### config.mk
export PLATFORM = sky130hd
export DESIGN_NAME = div_unit_flat
export DESIGN_NICKNAME = d
export VERILOG_FILES = /design/src/rtl/div_unit_if.sv /design/src/rtl/div_unit.sv /design/src/flat_wrapper.sv
export SDC_FILE = /design/constraint.sdc
export NUM_CORES = 1
export LEC_CHECK = 0
export CAP_MARGIN = 20
export CORE_ASPECT_RATIO = 0.9
export CORE_MARGIN = 8
export CORE_UTILIZATION = 40
export CTS_CLUSTER_DIAMETER = 100
export DETAILED_ROUTE_END_ITERATION = 8
export SETUP_SLACK_MARGIN = 0.3
export SKIP_CTS_REPAIR_TIMING = 1
export SLEW_MARGIN = 0
export SYNTH_ARGS = -nofsm -noshare
export SYNTH_HDL_FRONTEND = slang
export SYNTH_SLANG_ARGS = --single-unit
export TNS_END_PERCENT = 100
### constraint.sdc
create_clock -name clk -period 8.8 [get_ports clk]
set_input_delay 1.76 -clock clk [delete_from_list [all_inputs] [get_ports clk]]
set_output_delay 1.76 -clock clk [all_outputs]
set_load 0.1 [all_outputs]
### src/rtl/div_unit_if.sv
// rtl/div_unit_if.sv - execute-stage to divider handshake bundle.
// The execute stage is the master; the divider is the slave.
interface div_unit_if;
  logic        signed_div_i;
  logic [31:0] opdata1_i;
  logic [31:0] opdata2_i;
  logic        start_i;
  logic        annul_i;
  logic [63:0] result_o;
  logic        ready_o;

  modport master (
    output signed_div_i,
    output opdata1_i,
    output opdata2_i,
    output start_i,
    output annul_i,
    input  result_o,
    input  ready_o
  );

  modport slave (
    input  signed_div_i,
    input  opdata1_i,
    input  opdata2_i,
    input  start_i,
    input  annul_i,
    output result_o,
    output ready_o
  );
endinterface

### src/rtl/div_unit.sv
// rtl/div_unit.sv - 32-bit restoring divider for MIPS DIV/DIVU.
// One quotient bit per cycle on operand magnitudes; the sign is fixed up on entry to END.
module div_unit (
  input  logic       clk,
  input  logic       rst,
  div_unit_if.slave  div_if
);

  typedef enum logic [1:0] {
    S_FREE   = 2'd0,
    S_BYZERO = 2'd1,
    S_ON     = 2'd2,
    S_END    = 2'd3
  } state_e;

  state_e      state_q, state_d;
  logic [5:0]  cnt_q, cnt_d;
  logic [31:0] rem_q, rem_d;
  logic [31:0] dvd_q, dvd_d;
  logic [31:0] dsr_q, dsr_d;
  logic        neg_quot_q, neg_quot_d;
  logic        neg_rem_q, neg_rem_d;
  logic        ready_q, ready_d;
  logic [63:0] result_q, result_d;

  logic [31:0] op1_mag;
  logic [31:0] op2_mag;
  logic [32:0] shifted;
  logic        fits;
  logic [31:0] diff;
  logic [31:0] quot_fix;
  logic [31:0] rem_fix;

  // Datapath helpers: operand magnitudes, one restoring trial, final sign fix-up.
  always_comb begin
    op1_mag  = (div_if.signed_div_i && div_if.opdata1_i[31]) ?
               (~div_if.opdata1_i + 32'd1) : div_if.opdata1_i;
    op2_mag  = (div_if.signed_div_i && div_if.opdata2_i[31]) ?
               (~div_if.opdata2_i + 32'd1) : div_if.opdata2_i;
    shifted  = {rem_q, dvd_q[31]};
    fits     = (shifted >= {1'b0, dsr_q});
    // When the trial fits, the true difference is below 2^32, so modulo-32 subtraction is exact.
    diff     = shifted[31:0] - dsr_q;
    quot_fix = neg_quot_q ? (~dvd_q + 32'd1) : dvd_q;
    rem_fix  = neg_rem_q  ? (~rem_q + 32'd1) : rem_q;
  end

  always_comb begin
    state_d    = state_q;
    cnt_d      = cnt_q;
    rem_d      = rem_q;
    dvd_d      = dvd_q;
    dsr_d      = dsr_q;
    neg_quot_d = neg_quot_q;
    neg_rem_d  = neg_rem_q;
    ready_d    = ready_q;
    result_d   = result_q;

    case (state_q)
      S_FREE: begin
        if (div_if.start_i && !div_if.annul_i) begin
          if (div_if.opdata2_i == 32'd0) begin
            state_d = S_BYZERO;
          end else begin
            state_d    = S_ON;
            dvd_d      = op1_mag;
            dsr_d      = op2_mag;
            rem_d      = 32'd0;
            cnt_d      = 6'd0;
            neg_quot_d = div_if.signed_div_i &
                         (div_if.opdata1_i[31] ^ div_if.opdata2_i[31]);
            neg_rem_d  = div_if.signed_div_i & div_if.opdata1_i[31];
          end
        end
      end

      S_BYZERO: begin
        state_d  = S_END;
        ready_d  = 1'b1;
        result_d = 64'h0;
      end

      S_ON: begin
        if (div_if.annul_i) begin
          state_d  = S_FREE;
          cnt_d    = 6'd0;
          ready_d  = 1'b0;
          result_d = 64'h0;
        end else if (cnt_q == 6'd32) begin
          state_d  = S_END;
          ready_d  = 1'b1;
          result_d = {rem_fix, quot_fix};
        end else begin
          // The dividend register doubles as the quotient shift register.
          rem_d = fits ? diff : shifted[31:0];
          dvd_d = {dvd_q[30:0], fits};
          cnt_d = cnt_q + 6'd1;
        end
      end

      S_END: begin
        if (!div_if.start_i) begin
          state_d  = S_FREE;
          ready_d  = 1'b0;
          result_d = 64'h0;
        end
      end

      default: begin
        state_d  = S_FREE;
        ready_d  = 1'b0;
        result_d = 64'h0;
      end
    endcase
  end

  always_ff @(posedge clk) begin
    if (rst) begin
      state_q    <= S_FREE;
      cnt_q      <= 6'd0;
      rem_q      <= 32'd0;
      dvd_q      <= 32'd0;
      dsr_q      <= 32'd0;
      neg_quot_q <= 1'b0;
      neg_rem_q  <= 1'b0;
      ready_q    <= 1'b0;
      result_q   <= 64'h0;
    end else begin
      state_q    <= state_d;
      cnt_q      <= cnt_d;
      rem_q      <= rem_d;
      dvd_q      <= dvd_d;
      dsr_q      <= dsr_d;
      neg_quot_q <= neg_quot_d;
      neg_rem_q  <= neg_rem_d;
      ready_q    <= ready_d;
      result_q   <= result_d;
    end
  end

  assign div_if.result_o = result_q;
  assign div_if.ready_o  = ready_q;

endmodule

### src/flat_wrapper.sv
// flat-port wrapper written by rule: the top's interface ports become plain ports
module div_unit_flat 
  (clk, rst, div_if_signed_div_i, div_if_opdata1_i, div_if_opdata2_i, div_if_start_i, div_if_annul_i, div_if_result_o, div_if_ready_o);
  div_unit_if div_if_i ();
  input  logic clk;
  input  logic rst;
  input wire logic [$bits(div_if_i.signed_div_i)-1:0] div_if_signed_div_i;
  input wire logic [$bits(div_if_i.opdata1_i)-1:0] div_if_opdata1_i;
  input wire logic [$bits(div_if_i.opdata2_i)-1:0] div_if_opdata2_i;
  input wire logic [$bits(div_if_i.start_i)-1:0] div_if_start_i;
  input wire logic [$bits(div_if_i.annul_i)-1:0] div_if_annul_i;
  output wire logic [$bits(div_if_i.result_o)-1:0] div_if_result_o;
  output wire logic [$bits(div_if_i.ready_o)-1:0] div_if_ready_o;
  assign div_if_i.signed_div_i = div_if_signed_div_i;
  assign div_if_i.opdata1_i = div_if_opdata1_i;
  assign div_if_i.opdata2_i = div_if_opdata2_i;
  assign div_if_i.start_i = div_if_start_i;
  assign div_if_i.annul_i = div_if_annul_i;
  assign div_if_result_o = div_if_i.result_o;
  assign div_if_ready_o = div_if_i.ready_o;
  div_unit u_core (.clk(clk), .rst(rst), .div_if(div_if_i));
endmodule
==> impl_metrics.yaml <==
clock_tree:
  cts_root_buf: "clkbuf_16"
  cts_max_path_buffers: 2
  cts.sinks: 171
  clk_latency_ns: 0.43
  cts_buffers: 17
  cts.clk_slew.worst_paths_ns: 0.07
  cts_tree: "yes"
  htree_levels: 4
pwr:
  p_clk_share_pct: 35.5
  pwr-share-comb_pct: 24.4
  p_sw_mw: 0.695
  p_leak_nw: 4.83
  seq_power_share_pct: 40.1
  netSwitchingFraction_pct: 33.4
  design_power_total_mw: 2.08
  ir_worst_vdd_uv: 126
  power_density_mw_per_mm2: 161
  p_int_mw: 1.39
global_routing:
  grt_pass1_vias: 9362
  grt_overflow: 0
  antenna_found_initial: 1
  grtUsageTotal_pct: 19.2
  grt_max_degree: 74
  grt_pass1_wl_mm: 51.0
timing:
  hold_ws_ns: 0.480
  setup_tns_ns: 0
  finalHoldViolations: 0
  max_freq_mhz: 206
  final-setup-viol-count: 0
  tightest_slew_ns: 1.05
  period_share_pct: 55.2
  finalCriticalPeriod_ns: 4.86
  slew_viol_final: 0
  slew_headroom_pct: 30.1
  clock_skew_ns: 0.0109
  rsz0062_at_grt: "false"
final_layout:
  syn_to_final_growth_pct: 19.9
  final_util_pct: 48.4
  drive_above_1_share_pct: 4.95
  finalInstanceArea_mm2: 0.0130
  fill_cells: 2687
  fin_nets: 1549
  antenna_cells: 0
synth:
  post_synth_num_cell_types: 69
  seq_area_frac_synth_pct: 31.6
  ys_warn_count: 0
  syn_inst: 1361
  syn-cell-area_mm2: 0.0108
  synth_most_common_cell: "dfxtp_1"
  yosysTopAreaCell: "dfxtp_1"
  synth_nets: 1469
  synth-edff-count: 0
  synth_top_area_share_pct: 31.6
  synthTopCellsByCount: "dfxtp_1, nor2_1, nand2_1"
  ys_ff_latch: 171
  postSynthAreaPerCell_um2: 7.95
  ys_async_sr_fraction_pct: 0
  yosys-top-cells-area: "dfxtp_1, xnor2_1, nor2_1"
  synth_flop_cell: "dfxtp_1"
route:
  vias: 10000
  avgRoutedWirePerCell_um: 17.7
  top_layer: "met5"
  first_pass_iters: 5
  drt-total-wl_mm: 32.0
  route.detailed.drc: 0
  dr_wl_met2_mm: 14.4
  wl_met1_mm: 15.8
  wl_met3_mm: 1.50
  ant_nets: 0
  vias_per_cell: 5.54
  first_iter_violations: 509
floorplanning:
  start_util_pct: 40.3
  die_area_mm2: 0.0326
  std_cell_rows: 57
  io_pins: 134
  core-area_mm2: 0.0268
  die_h_um: 172
  die_width_um: 189
critical_path:
  reg2reg_from: "u_core.rem_q[15]"
  r2r-end: "u_core.rem_q[0]"
  cp.required_ns: 9.18
  reg2reg_depth: 10
  cp_max_fo: 32
  cp-startpoint: "div_if_opdata2_i[0]"
  r2r_setup_slack_ns: 5.20
  critPathCaptureType: "flop"
  crit_type: "in -> reg"
  start_kind: "input pin"
  arrival_ns: 5.24
run:
  timing.max_cap.violations: 0
worst_hold_path:
  whs_endpoint: "u_core.div_if.result_o[49]"
  hp-start: "u_core.div_if.result_o[49]"
  whs_path_depth: 1
  min_path_type: "reg -> reg"
place:
  port-buffer-count: 133
  place_area_mm2: 0.0124
  gp_congestion: 0.893
  dp_hpwl_mm: 24.2
status:
  outcome: "finished, final reports clean"
==> routing by layer <==
layer | global-route usage, % | vias up
met2 | 30.6 | 184
li1 | - | 5080
met3 | 3.65 | 25
met5 | 0 | -
met1 | 26.8 | 4729
met4 | 4.28 | 2
==> area by class of cell <==
cell class | count | area (µm²) | area share [%]
Clock inverter | 15 | 150 | 1.16
Tap cell | 354 | 443 | 3.42
Clock buffer | 17 | 425 | 3.28
Multi-Input combinational cell | 1051 | 6880 | 53.1
Timing Repair Buffer | 145 | 1440 | 11.1
Inverter | 55 | 206 | 1.59
Sequential cell | 171 | 3420 | 26.4
==> critical path, cell delays in order <==
cell,delay (ns)
clkdlybuf4s50_1,0.49
inv_1,0.09
ha_1,0.16
nor3b_1,0.38
and3b_1,0.36
nand4_1,0.31
o211a_2,0.39
or2_1,0.48
nor2_2,0.16
buf_4,0.36
a22o_1,0.20
a21o_1,0.08
==> cell usage in the layout, fill, tap and decap left out, types with 23 or more instances in the layout <==
master and instances:
ha_1 38, a22oi_1 37, a22o_1 29, clkdlybuf4s50_1 132, dfxtp_1 171, nor2_1 157, o31ai_1 23, xor2_1 42
inv_1 55, a211oi_1 50, mux2i_1 27, o21ai_0 68, xnor2_1 105, a21oi_1 96, nand2_1 112, a21o_1 24
==> sequential cells by signal, indices dropped and copies added, names as in the netlist <==
signal,count
u_core.neg_quot_q,1
u_core.rem_q,32
u_core.dsr_q,32
u_core.dvd_q,32
u_core.neg_rem_q,1
u_core.div_if.result_o,64
u_core.cnt_q,6
u_core.div_if.ready_o,1
u_core.state_q,2
==> power groups by stage <==
stage               clock network, mW  registers, mW  logic, mW
detailed placement                  0          0.854      0.500
CTS                             0.759          0.836      0.503
finish                          0.740          0.836      0.507
global placement                    0          0.853      0.498
global route                    0.785          0.840      0.562
floorplan                           0          0.844      0.365
==> stage by stage <==
stage	instances	setup WS (ns)
4_1_cts	1807	3.96
3_5_place_dp	1775	3.50
6_report	1808	3.94
5_1_grt	1808	3.70
3_3_place_gp	1775	3.57
2_1_floorplan	1361	4.65
==> kinds of logic (layout without fill, tap and decap cells) <==
group	count (synthesis)	in the layout	share of synthesized area, %
AOI/OAI and AO/OA	421	421	26.1
DFF	171	171	31.6
adders and majority gates	39	39	4.58
muxes	28	28	2.60
and+or+nand+nor	416	416	18.2
xor gates and xnor gates	147	147	11.9
buffers and inverters	139	232	4.97
==> worst max-delay path by stage <==
stage                     slack, ns               end  depth (start not counted)
final                          3.94  u_core.rem_q[22]                         12
after global routing           3.70  u_core.dvd_q[31]                         10
after CTS                      3.96  u_core.rem_q[29]                         12
after detailed placement       3.50  u_core.rem_q[29]                         12
after global placement         3.57  u_core.rem_q[22]                         10
after floorplan                4.65   u_core.rem_q[0]                         11
Note: power is estimated with default switching activity, not from simulation.
